<file path="src/rtl/sequencer_pattern_editor_if.sv">
// Purpose : bundles the pushbutton/switch inputs and editor state outputs of the pattern editor.
// Latency : none, wires only.
// Backpressure: none; buttons are levels and outputs are registered state.
// Ports   : master = stimulus side (drives buttons, reads state); slave = editor side.
interface sequencer_pattern_editor_if;
    logic       btn_left;
    logic       btn_right;
    logic       btn_toggle;
    logic       btn_clear;
    logic       btn_up;
    logic       btn_down;
    logic       sel_tempo;
    logic [7:0] pattern;
    logic [7:0] cursor_led;
    logic [3:0] pitch_idx;
    logic [2:0] tempo_idx;
    logic       edit_pulse;

    modport master (
        output btn_left, btn_right, btn_toggle, btn_clear, btn_up, btn_down, sel_tempo,
        input  pattern, cursor_led, pitch_idx, tempo_idx, edit_pulse
    );

    modport slave (
        input  btn_left, btn_right, btn_toggle, btn_clear, btn_up, btn_down, sel_tempo,
        output pattern, cursor_led, pitch_idx, tempo_idx, edit_pulse
    );
endinterface

</file>
<file path="src/rtl/sequencer_pattern_editor.sv">
// Purpose : debounces six raw pushbuttons and edits an 8-step pattern, cursor, pitch and tempo.
// Latency : a clean press updates outputs DEBOUNCE_CYCLES+3 cycles after the raw rising edge.
// Backpressure: none; simultaneous presses resolve to one action, the rest are dropped.
// Ports   : clk, rst (async, active-high); bus.slave carries buttons, sel_tempo and the
//           registered outputs pattern, cursor_led, pitch_idx, tempo_idx, edit_pulse.
module sequencer_pattern_editor #(
    parameter int DEBOUNCE_CYCLES = 1000000
) (
    input  logic                        clk,
    input  logic                        rst,
    sequencer_pattern_editor_if.slave   bus
);
    localparam int NBTN  = 6;
    localparam int CNT_W = (DEBOUNCE_CYCLES > 1) ? $clog2(DEBOUNCE_CYCLES) : 1;
    localparam logic [CNT_W-1:0] CNT_LAST = CNT_W'(DEBOUNCE_CYCLES - 1);

    // Button index doubles as priority order: lower index wins.
    localparam int B_CLEAR  = 0;
    localparam int B_TOGGLE = 1;
    localparam int B_LEFT   = 2;
    localparam int B_RIGHT  = 3;
    localparam int B_UP     = 4;
    localparam int B_DOWN   = 5;

    typedef enum logic [1:0] {
        RELEASED     = 2'd0,
        PRESS_WAIT   = 2'd1,
        PRESSED      = 2'd2,
        RELEASE_WAIT = 2'd3
    } db_state_e;

    logic [NBTN-1:0] btn_raw;
    logic [NBTN-1:0] sync1_q, sync1_d;
    logic [NBTN-1:0] sync2_q, sync2_d;
    db_state_e       db_state_q [NBTN];
    db_state_e       db_state_d [NBTN];
    logic [CNT_W-1:0] db_cnt_q  [NBTN];
    logic [CNT_W-1:0] db_cnt_d  [NBTN];
    logic [NBTN-1:0] press_pulse;

    logic [7:0] pattern_q, pattern_d;
    logic [7:0] cursor_q, cursor_d;
    logic [3:0] pitch_q, pitch_d;
    logic [2:0] tempo_q, tempo_d;
    logic       edit_q, edit_d;

    assign btn_raw = {bus.btn_down, bus.btn_up, bus.btn_right,
                      bus.btn_left, bus.btn_toggle, bus.btn_clear};

    // Synchronizers and per-button debounce FSMs.
    always_comb begin
        sync1_d = btn_raw;
        sync2_d = sync1_q;
        for (int i = 0; i < NBTN; i++) begin
            db_state_d[i]  = db_state_q[i];
            db_cnt_d[i]    = db_cnt_q[i];
            press_pulse[i] = 1'b0;
            case (db_state_q[i])
                RELEASED: begin
                    if (sync2_q[i]) begin
                        db_state_d[i] = PRESS_WAIT;
                        db_cnt_d[i]   = '0;
                    end
                end
                PRESS_WAIT: begin
                    if (!sync2_q[i]) begin
                        db_state_d[i] = RELEASED;
                    end else if (db_cnt_q[i] == CNT_LAST) begin
                        // Pulse is combinational so the edit lands on the same edge
                        // the FSM enters PRESSED.
                        db_state_d[i]  = PRESSED;
                        press_pulse[i] = 1'b1;
                    end else begin
                        db_cnt_d[i] = db_cnt_q[i] + CNT_W'(1);
                    end
                end
                PRESSED: begin
                    if (!sync2_q[i]) begin
                        db_state_d[i] = RELEASE_WAIT;
                        db_cnt_d[i]   = '0;
                    end
                end
                RELEASE_WAIT: begin
                    if (sync2_q[i]) begin
                        db_state_d[i] = PRESSED;
                    end else if (db_cnt_q[i] == CNT_LAST) begin
                        db_state_d[i] = RELEASED;
                    end else begin
                        db_cnt_d[i] = db_cnt_q[i] + CNT_W'(1);
                    end
                end
                default: begin
                    db_state_d[i] = RELEASED;
                    db_cnt_d[i]   = '0;
                end
            endcase
        end
    end

    // Edit datapath: one action per cycle, chosen by fixed priority.
    always_comb begin
        pattern_d = pattern_q;
        cursor_d  = cursor_q;
        pitch_d   = pitch_q;
        tempo_d   = tempo_q;
        edit_d    = |press_pulse;

        if (press_pulse[B_CLEAR]) begin
            pattern_d = 8'h00;
        end else if (press_pulse[B_TOGGLE]) begin
            pattern_d = pattern_q ^ cursor_q;
        end else if (press_pulse[B_LEFT]) begin
            cursor_d = {cursor_q[6:0], cursor_q[7]};
        end else if (press_pulse[B_RIGHT]) begin
            cursor_d = {cursor_q[0], cursor_q[7:1]};
        end else if (press_pulse[B_UP]) begin
            if (bus.sel_tempo) begin
                if (tempo_q != 3'd7) tempo_d = tempo_q + 3'd1;
            end else begin
                if (pitch_q != 4'd15) pitch_d = pitch_q + 4'd1;
            end
        end else if (press_pulse[B_DOWN]) begin
            if (bus.sel_tempo) begin
                if (tempo_q != 3'd0) tempo_d = tempo_q - 3'd1;
            end else begin
                if (pitch_q != 4'd0) pitch_d = pitch_q - 4'd1;
            end
        end

        // Recover from a corrupted cursor: zero or more than one bit set.
        if ((cursor_q == 8'h00) || ((cursor_q & (cursor_q - 8'd1)) != 8'h00)) begin
            cursor_d = 8'h80;
        end
    end

    always_ff @(posedge clk or posedge rst) begin
        if (rst) begin
            sync1_q   <= '0;
            sync2_q   <= '0;
            for (int i = 0; i < NBTN; i++) begin
                db_state_q[i] <= RELEASED;
                db_cnt_q[i]   <= '0;
            end
            pattern_q <= 8'h00;
            cursor_q  <= 8'h80;
            pitch_q   <= 4'd12;
            tempo_q   <= 3'd0;
            edit_q    <= 1'b0;
        end else begin
            sync1_q   <= sync1_d;
            sync2_q   <= sync2_d;
            for (int i = 0; i < NBTN; i++) begin
                db_state_q[i] <= db_state_d[i];
                db_cnt_q[i]   <= db_cnt_d[i];
            end
            pattern_q <= pattern_d;
            cursor_q  <= cursor_d;
            pitch_q   <= pitch_d;
            tempo_q   <= tempo_d;
            edit_q    <= edit_d;
        end
    end

    assign bus.pattern    = pattern_q;
    assign bus.cursor_led = cursor_q;
    assign bus.pitch_idx  = pitch_q;
    assign bus.tempo_idx  = tempo_q;
    assign bus.edit_pulse = edit_q;
endmodule

</file>
<file path="src/flat_wrapper.sv">
// flat-port wrapper written by rule: the top's interface ports become plain ports
module sequencer_pattern_editor_flat 
#(
    parameter int DEBOUNCE_CYCLES = 1000000
)
  (clk, rst, bus_btn_left, bus_btn_right, bus_btn_toggle, bus_btn_clear, bus_btn_up, bus_btn_down, bus_sel_tempo, bus_pattern, bus_cursor_led, bus_pitch_idx, bus_tempo_idx, bus_edit_pulse);
  sequencer_pattern_editor_if bus_i ();
  input  logic clk;
  input  logic rst;
  input wire logic [$bits(bus_i.btn_left)-1:0] bus_btn_left;
  input wire logic [$bits(bus_i.btn_right)-1:0] bus_btn_right;
  input wire logic [$bits(bus_i.btn_toggle)-1:0] bus_btn_toggle;
  input wire logic [$bits(bus_i.btn_clear)-1:0] bus_btn_clear;
  input wire logic [$bits(bus_i.btn_up)-1:0] bus_btn_up;
  input wire logic [$bits(bus_i.btn_down)-1:0] bus_btn_down;
  input wire logic [$bits(bus_i.sel_tempo)-1:0] bus_sel_tempo;
  output wire logic [$bits(bus_i.pattern)-1:0] bus_pattern;
  output wire logic [$bits(bus_i.cursor_led)-1:0] bus_cursor_led;
  output wire logic [$bits(bus_i.pitch_idx)-1:0] bus_pitch_idx;
  output wire logic [$bits(bus_i.tempo_idx)-1:0] bus_tempo_idx;
  output wire logic [$bits(bus_i.edit_pulse)-1:0] bus_edit_pulse;
  assign bus_i.btn_left = bus_btn_left;
  assign bus_i.btn_right = bus_btn_right;
  assign bus_i.btn_toggle = bus_btn_toggle;
  assign bus_i.btn_clear = bus_btn_clear;
  assign bus_i.btn_up = bus_btn_up;
  assign bus_i.btn_down = bus_btn_down;
  assign bus_i.sel_tempo = bus_sel_tempo;
  assign bus_pattern = bus_i.pattern;
  assign bus_cursor_led = bus_i.cursor_led;
  assign bus_pitch_idx = bus_i.pitch_idx;
  assign bus_tempo_idx = bus_i.tempo_idx;
  assign bus_edit_pulse = bus_i.edit_pulse;
  sequencer_pattern_editor #(.DEBOUNCE_CYCLES(DEBOUNCE_CYCLES)) u_core (.clk(clk), .rst(rst), .bus(bus_i));
endmodule
</file>
<file path="config.mk">
export PLATFORM = sky130hd
export DESIGN_NAME = sequencer_pattern_editor_flat
export DESIGN_NICKNAME = d
export VERILOG_FILES = /design/src/rtl/sequencer_pattern_editor_if.sv /design/src/rtl/sequencer_pattern_editor.sv /design/src/flat_wrapper.sv
export SDC_FILE = /design/constraint.sdc
export NUM_CORES = 1
export LEC_CHECK = 0
export CORE_ASPECT_RATIO = 0.75
export CORE_UTILIZATION = 45
export CTS_BUF_LIST = sky130_fd_sc_hd__clkbuf_16
export DETAILED_ROUTE_END_ITERATION = 7
export SLEW_MARGIN = 20
export SYNTH_ARGS = -nofsm -noshare
export SYNTH_HDL_FRONTEND = slang
export SYNTH_SLANG_ARGS = --single-unit
</file>
<file path="constraint.sdc">
create_clock -name clk -period 6.27 [get_ports clk]
set_input_delay 0.627 -clock clk [delete_from_list [all_inputs] [get_ports clk]]
set_output_delay 0.627 -clock clk [all_outputs]
set_load 0.01 [all_outputs]
</file>
# After elaboration in Yosys (flattened, before gate mapping)

Index checks and enable logic that the tools add are counted.

Add/sub/neg operators: 11
Eq/ne operators: 70
Muxes and demuxes: 115
Bitwise operators: 6
Reductions and logical operators: 32

Operators by type and width:

| kind                                                                | number |
|---|---|
| 20-bit 2-to-1 mux                                                   | 30 |
| 20-bit case mux with 4 select lines                                 | 6 |
| 20-bit by 1-bit adder with 20-bit output (second input constant)    | 6 |
| 20-bit == test (second input constant)                              | 6 |
| 2-bit 2-to-1 mux                                                    | 36 |
| 8-bit 2-to-1 mux                                                    | 7 |
| 2-bit case mux with 4 select lines                                  | 6 |
| 4-bit AND reduction                                                 | 12 |
| 2-bit != test (second input constant)                               | 20 |
| 2-bit == test (second input constant)                               | 12 |
| 4-bit 2-to-1 mux                                                    | 6 |
| 2-bit by 1-bit != test with 1-bit output (second input constant)    | 12 |
| 3-bit != test (second input constant)                               | 7 |
| 1-bit 2-to-1 mux                                                    | 18 |
| 3-bit 2-to-1 mux                                                    | 6 |
| 3-bit by 1-bit != test with 1-bit output (second input constant)    | 6 |
| 9-bit AND reduction                                                 | 2 |
| 2-bit by 1-bit == test with 1-bit output (second input constant)    | 6 |
| 2-bit logical NOT                                                   | 6 |
| 8-bit bitwise AND                                                   | 1 |
| 8-bit logical NOT                                                   | 1 |
| 2-bit nonzero test                                                  | 4 |
| 8-bit nonzero test                                                  | 1 |
| 8-bit by 1-bit subtractor with 8-bit output (second input constant) | 1 |
| 12 further kinds                                                    | 16 |

Bits in registers: 168
Bits of input ports: 9
Output and inout bits: 24
Word-level logic and storage cells: 253

# Logic depth before layout (Yosys ltp)

Gate-level depths: netlist (run 1).

Word-level depth: 9
Mapped depth: 11

# Worst setup path after synthesis (run 1)

Ideal clock, no wire load.

Path type: reg-to-reg
Start: reg u_core.db_cnt_q[26] (netlist bit)
End: reg u_core.pitch_q[3] (netlist: u_core.bus.pitch_idx[3])
Setup time: 75 ps
Arrival: 2571 ps
Slack: 3625 ps
Stages on the path, launching flop included: 12
Path buffers: 1
Path through: dfrtp_1 > buf_6 > or4b_4 > or2_4 > nor2_1 > nand2_1 > ha_1 > a21o_1 > a21oi_1 > xnor2_1 > nor4_1 > xor2_1

Cells in the longest elaborated chain, start to end: 6
Elaborated cells on any way between the ends: 10
Classes of those cells: 3 x eq/ne; 4 x mux; 3 x reduce/logical

Ends and longest elaborated chain:

| item                                                                        | RTL line                        | RTL |
|---|---|---|
| start, declared                                                             | sequencer_pattern_editor.sv:37  | `logic [CNT_W-1:0] db_cnt_q [NBTN];` |
| start signal, assigned by index                                             | sequencer_pattern_editor.sv:154 | `db_cnt_q[i] <= db_cnt_d[i];` |
| 20-bit == test *                                                            | sequencer_pattern_editor.sv:68  | `end else if (db_cnt_q[i] == CNT_LAST) begin` |
| 1-bit 2-to-1 mux *                                                          | sequencer_pattern_editor.sv:68  |  |
| 1-bit 2-to-1 mux *                                                          | sequencer_pattern_editor.sv:66  | `if (!sync2_q[i]) begin` |
| 1-bit 2-to-1 mux *                                                          | sequencer_pattern_editor.sv:58  | `case (db_state_q[i])` |
| 2-bit != test (no source line) / 2-bit nonzero test (equally long branches) | --                              |  |
| 9-bit AND reduction (no source line)                                        | --                              |  |
| end signal, assigned                                                        | sequencer_pattern_editor.sv:158 | `pitch_q <= pitch_d;` |
| end, declared                                                               | sequencer_pattern_editor.sv:43  | `logic [3:0] pitch_q, pitch_d;` |

Mark *: on every way between the ends. The rest lies on a longest branch, timed or not.
A chain may end at the register's enable or synchronous reset.

# Worst setup path after layout (run 1)

Start: reg u_core.db_cnt_q[71] (netlist bit)
End: reg u_core.cursor_q[4] (netlist: u_core.bus.cursor_led[4])

Cells in the longest elaborated chain, start to end: 8
Elaborated cells on any way between the ends: 10
Classes of those cells: 1 x eq/ne; 7 x mux; 2 x reduce/logical

Ends and longest elaborated chain:

| item                 | RTL line                        | RTL |
|---|---|---|
| 20-bit == test *     | sequencer_pattern_editor.sv:68  |  |
| 1-bit 2-to-1 mux *   | sequencer_pattern_editor.sv:68  |  |
| 1-bit 2-to-1 mux *   | sequencer_pattern_editor.sv:66  |  |
| 1-bit 2-to-1 mux *   | sequencer_pattern_editor.sv:58  |  |
| 8-bit 2-to-1 mux     | sequencer_pattern_editor.sv:112 | `end else if (press_pulse[B_LEFT]) begin` |
| 8-bit 2-to-1 mux     | sequencer_pattern_editor.sv:110 | `end else if (press_pulse[B_TOGGLE]) begin` |
| 8-bit 2-to-1 mux     | sequencer_pattern_editor.sv:108 | `if (press_pulse[B_CLEAR]) begin` |
| 8-bit 2-to-1 mux     | sequencer_pattern_editor.sv:131 | `if ((cursor_q == 8'h00) \|\| ((cursor_q & (cursor_q - 8'd1)) != 8'h00)) begin` |
| end signal, assigned | sequencer_pattern_editor.sv:157 | `cursor_q <= cursor_d;` |
| end, declared        | sequencer_pattern_editor.sv:42  | `logic [7:0] cursor_q, cursor_d;` |

Mark *: on every way between the ends. The rest lies on a longest branch, timed or not. The select of a mux whose other input is x is not followed.

==> results of run 1 <==
-- registers in the layout, summed over array words and instances, names as in the netlist, named ones only --
name                   flops
u_core.sync2_q             6
u_core.bus.pattern         8
u_core.bus.tempo_idx       3
u_core.sync1_q             6
u_core.bus.edit_pulse      1
u_core.bus.cursor_led      8
u_core.bus.pitch_idx       4
u_core.db_cnt_q          120
u_core.db_state_q          6
-- metrics by stage --
stage	utilization	cell area, sq um
floorplan	-	8560
global placement	0.494	9170
detailed placement	0.494	9170
CTS	0.527	9770
global route	0.527	9780
finish	0.527	9780
-- cells by family (layout without fill, tap and decap cells) --
family,after synthesis,after routing,share of synthesized area
simple gates,446,446,0.269
compound gates,69,69,0.0539
buf+inv,41,92,0.0190
mux,23,23,0.0294
flops,168,168,0.492
fa+ha+maj,11,11,0.0175
xor+xnor,117,117,0.120
-- worst paths after layout --
| check | from | to | slack, ns | cells after the start |
|---|---|---|---|---|
| max in group asynchronous | rst | u_core.db_cnt_q[55] | 4.35 | 3 |
| hold reg to reg | u_core.sync1_q[2] | u_core.sync2_q[2] | 0.35 | 0 |
| setup / recovery | u_core.db_cnt_q[71] | u_core.bus.cursor_led[4] | 3.28 | 6 |
| setup reg to reg | u_core.db_cnt_q[71] | u_core.bus.cursor_led[4] | 3.28 | 6 |
| hold / removal | u_core.sync1_q[2] | u_core.sync2_q[2] | 0.35 | 0 |
| min in group asynchronous | rst | u_core.db_cnt_q[20] | 0.73 | 2 |
-- per-layer routing --
metal	vias to the layer above	track usage
li1	3171	-
met1	2981	0.296
met2	75	0.255
met3	10	0.0386
met4	0	0.0548
met5	-	0
-- cell type report --
type | instances | area (sq um) | share of cell area
inverter | 20 | 82.6 | 0.00844
tap | 247 | 309 | 0.0316
clock inverter | 15 | 184 | 0.0188
clock buffer | 17 | 425 | 0.0435
sequential | 168 | 4210 | 0.430
timing repair buffer | 40 | 380 | 0.0389
multi-input combinational | 666 | 4190 | 0.429
-- power breakdown --
part           leakage [nW]  internal (W)  switching (W)
Sequential             2.28       0.00111      0.0000260
Clock                 0.291      0.000660       0.000430
Combinational          1.61     0.0000325      0.0000627
-- cell usage in the layout (no fill, tap or decap), types with 7 or more instances in the layout --
cell / instances
nand2_1: 72
ha_1: 8
or3_1: 12
dfrtp_1: 165
nor3_1: 23
clkbuf_16: 17
mux2_2: 10
xnor2_1: 49
inv_1: 20
and4_1: 11
a21oi_1: 14
nand3_1: 58
clkdlybuf4s50_1: 32
o2bb2ai_1: 7
mux2i_1: 11
nor2_1: 134
buf_4: 8
xor2_1: 68
and3_1: 24
o21ai_0: 16
nor4_1: 22
nand4_1: 33
or4_1: 10
-- worst max-delay path, delay by kind of cell, from the launching register on --
family | cells | cell delay (ns)
simple gates | 4 | 1.85
compound gates | 2 | 0.58
flops | 1 | 0.43
==> flow_metrics.py, run 1 <==
metrics = {
    "cts": {
        "cts_setup_buffers": 0,
        "ctsResizeCount": 0,
        "cts_buffers": 17,
        "clk-insertion-delay-late_ns": 0.42,
        "cts_buffer_depth": 2,
        "cts.sinks": 168,
        "cts-htree-levels": 4,
        "cts_tree": "built",
        "ctsHoldBuffers": 0,
        "root_buffer": "clkbuf_16",
        "clkTransAtPathRegs_ns": 0.07,
    },
    "synthesis": {
        "synth_top_cell_by_area": "dfrtp_1",
        "synth_edf_count": 0,
        "synth_commonest_cells": "165 x dfrtp_1, 136 x nor2_1, 72 x nand2_1",
        "synth_most_common_cell": "dfrtp_1",
        "synth_cells": 875,
        "async_flop_share": 1.00,
        "synth_top_area_share": 0.482,
        "synth.net_count": 894,
        "ys_ff_latch": 168,
        "synthDistinctLibCells": 61,
        "synthFlopType": "dfrtp_1",
        "ys_seq_area_frac": 0.492,
        "syn_avg_cell_area_sq_um": 9.78,
        "yosysWarnings": 0,
        "syn_area_sq_um": 8560,
        "synth_area_leaders": "dfrtp_1 48%, xor2_1 7.0%, nor2_1 6.0%",
    },
    "global_routing": {
        "grt_pass1_wl_microns": 29200,
        "grt-ovfl-total": 0,
        "grt_pass1_vias": 5618,
        "grt_use_total": 0.188,
        "grt_max_degree": 115,
        "antenna_found_initial": 0,
    },
    "drt": {
        "viasPerCell": 5.32,
        "met1_length_microns": 9360,
        "drt_iter0_markers": 466,
        "wire_per_inst_microns": 14.7,
        "antenna_left": 0,
        "firstDrtPassIters": 5,
        "vias": 6237,
        "drc_errors": 0,
        "drt-total-wl_microns": 17300,
        "dr_wl_met3_microns": 592,
        "routed.top_layer": "met4",
        "wl_met2_microns": 7170,
    },
    "sta": {
        "skew_ns": 0.00862,
        "drv_slew": 0,
        "rsz0062_at_grt": "no",
        "fmax_mhz": 335,
        "post-route-min-period_ns": 2.99,
        "setup_viol": 0,
        "slew_headroom": 0.308,
        "hold_viol": 0,
        "fin_hold_ws_ns": 0.348,
        "setup_ws_ns": 3.28,
        "fin_crit_sh": 0.476,
        "setup_tns_ns": 0,
        "worstMarginPinSlew_ns": 1.03,
    },
    "final_layout": {
        "finalNetCount": 932,
        "area_delta_synth_final_pct": 14.3,
        "drive_above_1_share": 0.0713,
        "fillers": 1674,
        "final_cells": 1173,
        "antennaDiodeCount": 0,
    },
    "die": {
        "core_sq_um": 18600,
        "fp-row-count": 43,
        "ios": 33,
        "die_x_microns": 161,
        "die_area_sq_um": 19600,
        "chipHeight_microns": 121,
        "start_util": 0.461,
    },
    "power": {
        "ir_drop_mv": 0.182,
        "finalPower_w": 0.00232,
        "p_per_area_nw_per_um2": 237,
        "p_leak_nw": 4.18,
    },
    "setup_path": {
        "worst_setup_path_end_kind": "register",
        "crit_path_top_delay_cell": "nor4_1",
        "worstPathArrival_ns": 3.28,
        "cpPeakStageDelay_ns": 0.67,
        "crit_path_start_kind": "register",
        "cp_cell_sequence": "or2_2 -> nor4_1 -> nand4_1 -> a211oi_1 -> nor2_1 -> o2bb2ai_1",
        "cp_max_fo": 11,
        "required_ns": 6.57,
        "critical_path_class": "register to register",
    },
    "run_status": {
        "status": "finished, final reports clean",
    },
    "placed_design": {
        "placed_cells": 1141,
        "gp_congestion": 0.789,
        "placement.io_buffers": 32,
        "pre_cts_ws_ns": 3.36,
        "hpwl_microns": 11800,
    },
    "worst_hold_path": {
        "hp-class": "register to register",
    },
    "flow_run": {
        "cap_violations": 0,
    },
}
Note: power is estimated with default switching activity, not from simulation.
==> run 2: changes to the inputs <==
clock period = 2.6 ns   (was 6.27 ns; I/O delays follow)
==> run 2 against run 1 <==
Compared with the run above: via count up 4.9%; register-to-register slack worse by 3.2 ns; clock skew about the same; largest power group unchanged; highest routed layer unchanged.
==> flow_metrics.py, run 2 (same netlist as run 1, synthesis figures left out) <==
metrics = {
    "sta": {
        "skew_ns": 0.00903,
        "setup_tns_ns": 0,
        "setup_viol": 0,
        "post-route-min-period_ns": 2.52,
        "slew_headroom": 0.424,
        "drv_slew": 0,
        "fmax_mhz": 397,
        "fin_crit_sh": 0.970,
        "worstMarginPinSlew_ns": 0.860,
        "fin_hold_ws_ns": 0.135,
        "hold_viol": 0,
    },
    "setup_path": {
        "required_ns": 2.92,
        "cpPeakStageDelay_ns": 0.56,
        "cp_max_fo": 3,
        "critical_path_class": "register to register",
        "timing.critical_path.buf_inv": 0,
        "crit_top_cell": "or4_4",
        "cp_cell_sequence": "or4_4 -> or2_2 -> or4_4 -> mux2i_2 -> nand3_2 -> mux2_4",
        "crit_path_start_kind": "register",
        "worstPathArrival_ns": 2.84,
        "cp_top_family": "simple AND/OR/NAND/NOR gates",
        "crit_path_top_delay_cell": "or4_4",
        "worst_setup_path_end_kind": "register",
    },
    "die": {
        "fp-row-count": 43,
        "die_x_microns": 161,
        "start_util": 0.461,
        "core_sq_um": 18600,
        "die_area_sq_um": 19600,
        "ios": 33,
        "chipHeight_microns": 121,
    },
    "power": {
        "p_per_area_nw_per_um2": 557,
        "p_leak_nw": 4.43,
        "ir_drop_mv": 0.339,
        "finalPower_w": 0.00572,
    },
    "cts": {
        "cts_tree": "built",
        "root_buffer": "clkbuf_16",
        "cts_buffers": 17,
        "cts-htree-levels": 4,
        "cts_setup_buffers": 0,
        "cts_buffer_depth": 2,
        "cts.sinks": 168,
        "clk-insertion-delay-late_ns": 0.43,
        "clkTransAtPathRegs_ns": 0.07,
    },
    "flow_run": {
        "cap_violations": 0,
    },
    "final_layout": {
        "final_common_cell": "dfrtp_1",
        "area_delta_synth_final_pct": 19.8,
        "antennaDiodeCount": 0,
        "drive_above_1_share": 0.128,
        "largest_register_ff_count": 120,
        "regMostFlops": "u_core.db_cnt_q",
        "finalNetCount": 980,
        "final_cell_mix": "165 x dfrtp_1, 134 x nor2_1, 71 x nand2_1",
    },
    "drt": {
        "vias": 6545,
        "drt-total-wl_microns": 18200,
        "drt_iter0_markers": 325,
        "wire_per_inst_microns": 15.0,
        "firstDrtPassIters": 4,
        "viasPerCell": 5.37,
        "drc_errors": 0,
        "antenna_left": 0,
    },
    "placed_design": {
        "gp_congestion": 0.814,
        "hpwl_microns": 12600,
        "placement.io_buffers": 32,
    },
    "worst_hold_path": {
        "hp-class": "primary input to asynchronous set/reset pin",
    },
    "global_routing": {
        "grt-ovfl-total": 0,
        "grt_pass1_wl_microns": 31200,
        "antenna_found_initial": 0,
        "grt_max_degree": 83,
        "grt_use_total": 0.201,
        "grt_pass1_vias": 6075,
    },
    "run_status": {
        "status": "finished, final reports clean",
    },
}
run 2: cell count changes in the layout (fill, tap and decap cells not counted), moves of 2 or more:
cell,change
buf_4,+46
clkinv_1,-2
nor4_1,-4
buf_12,+2
nor4_2,+3
run 2: per-layer routing:
metal	routed length [microns]	part of all wire	GRT usage
met4	197	0.011	0.0601
met5	0	0	0
met1	9790	0.54	0.312
met2	7650	0.42	0.279
met3	601	0.033	0.0369
run 2: final timing paths:
check / to / start / slack, ns / depth (start not counted)
worst max-delay path: u_core.bus.tempo_idx[1] / u_core.db_cnt_q[30] / 0.08 / 6
worst min register to register: u_core.sync2_q[0] / u_core.sync1_q[0] / 0.35 / 0
max in group asynchronous: u_core.bus.cursor_led[7] / rst / 1.72 / 3
min in group clk: u_core.sync1_q[3] / bus_btn_right / 0.26 / 1
worst min-delay path: u_core.db_cnt_q[77] / rst / 0.14 / 2
worst max register to register: u_core.bus.tempo_idx[1] / u_core.db_cnt_q[30] / 0.08 / 6
run 2: through the flow:
stage                     worst slack [ns]  utilization  instances  instance area (sq um)
final                               0.0788        0.552       1219                  10300
after global placement             -0.0614        0.516       1189                   9580
after floorplan                    0.00663            -        875                   8590
after detailed placement           -0.0901        0.516       1189                   9580
after CTS                          0.00524        0.550       1219                  10200
after global routing              -0.00199        0.552       1219                  10300
run 2: where the power goes:
group          internal (W)  switching (W)
sequential          0.00267      0.0000582
clock               0.00169        0.00104
combinational     0.0000958       0.000163
total               0.00445        0.00126
run 2: final cells by class:
class                      count  area (sq um)
inverter                      20          78.8
clock inverter                13           203
tap                          247           309
timing repair buffer          88           766
fill                        1686          8310
sequential                   168          4210
clock buffer                  17           425
multi-input combinational    666          4260
run 2: repair_timing:
action                                  in CTS  in global routing
resized for setup                            1                  7
hold buffers                                 0                  0
pin swaps                                    1                  5
endpoints found under the setup margin       2                  7
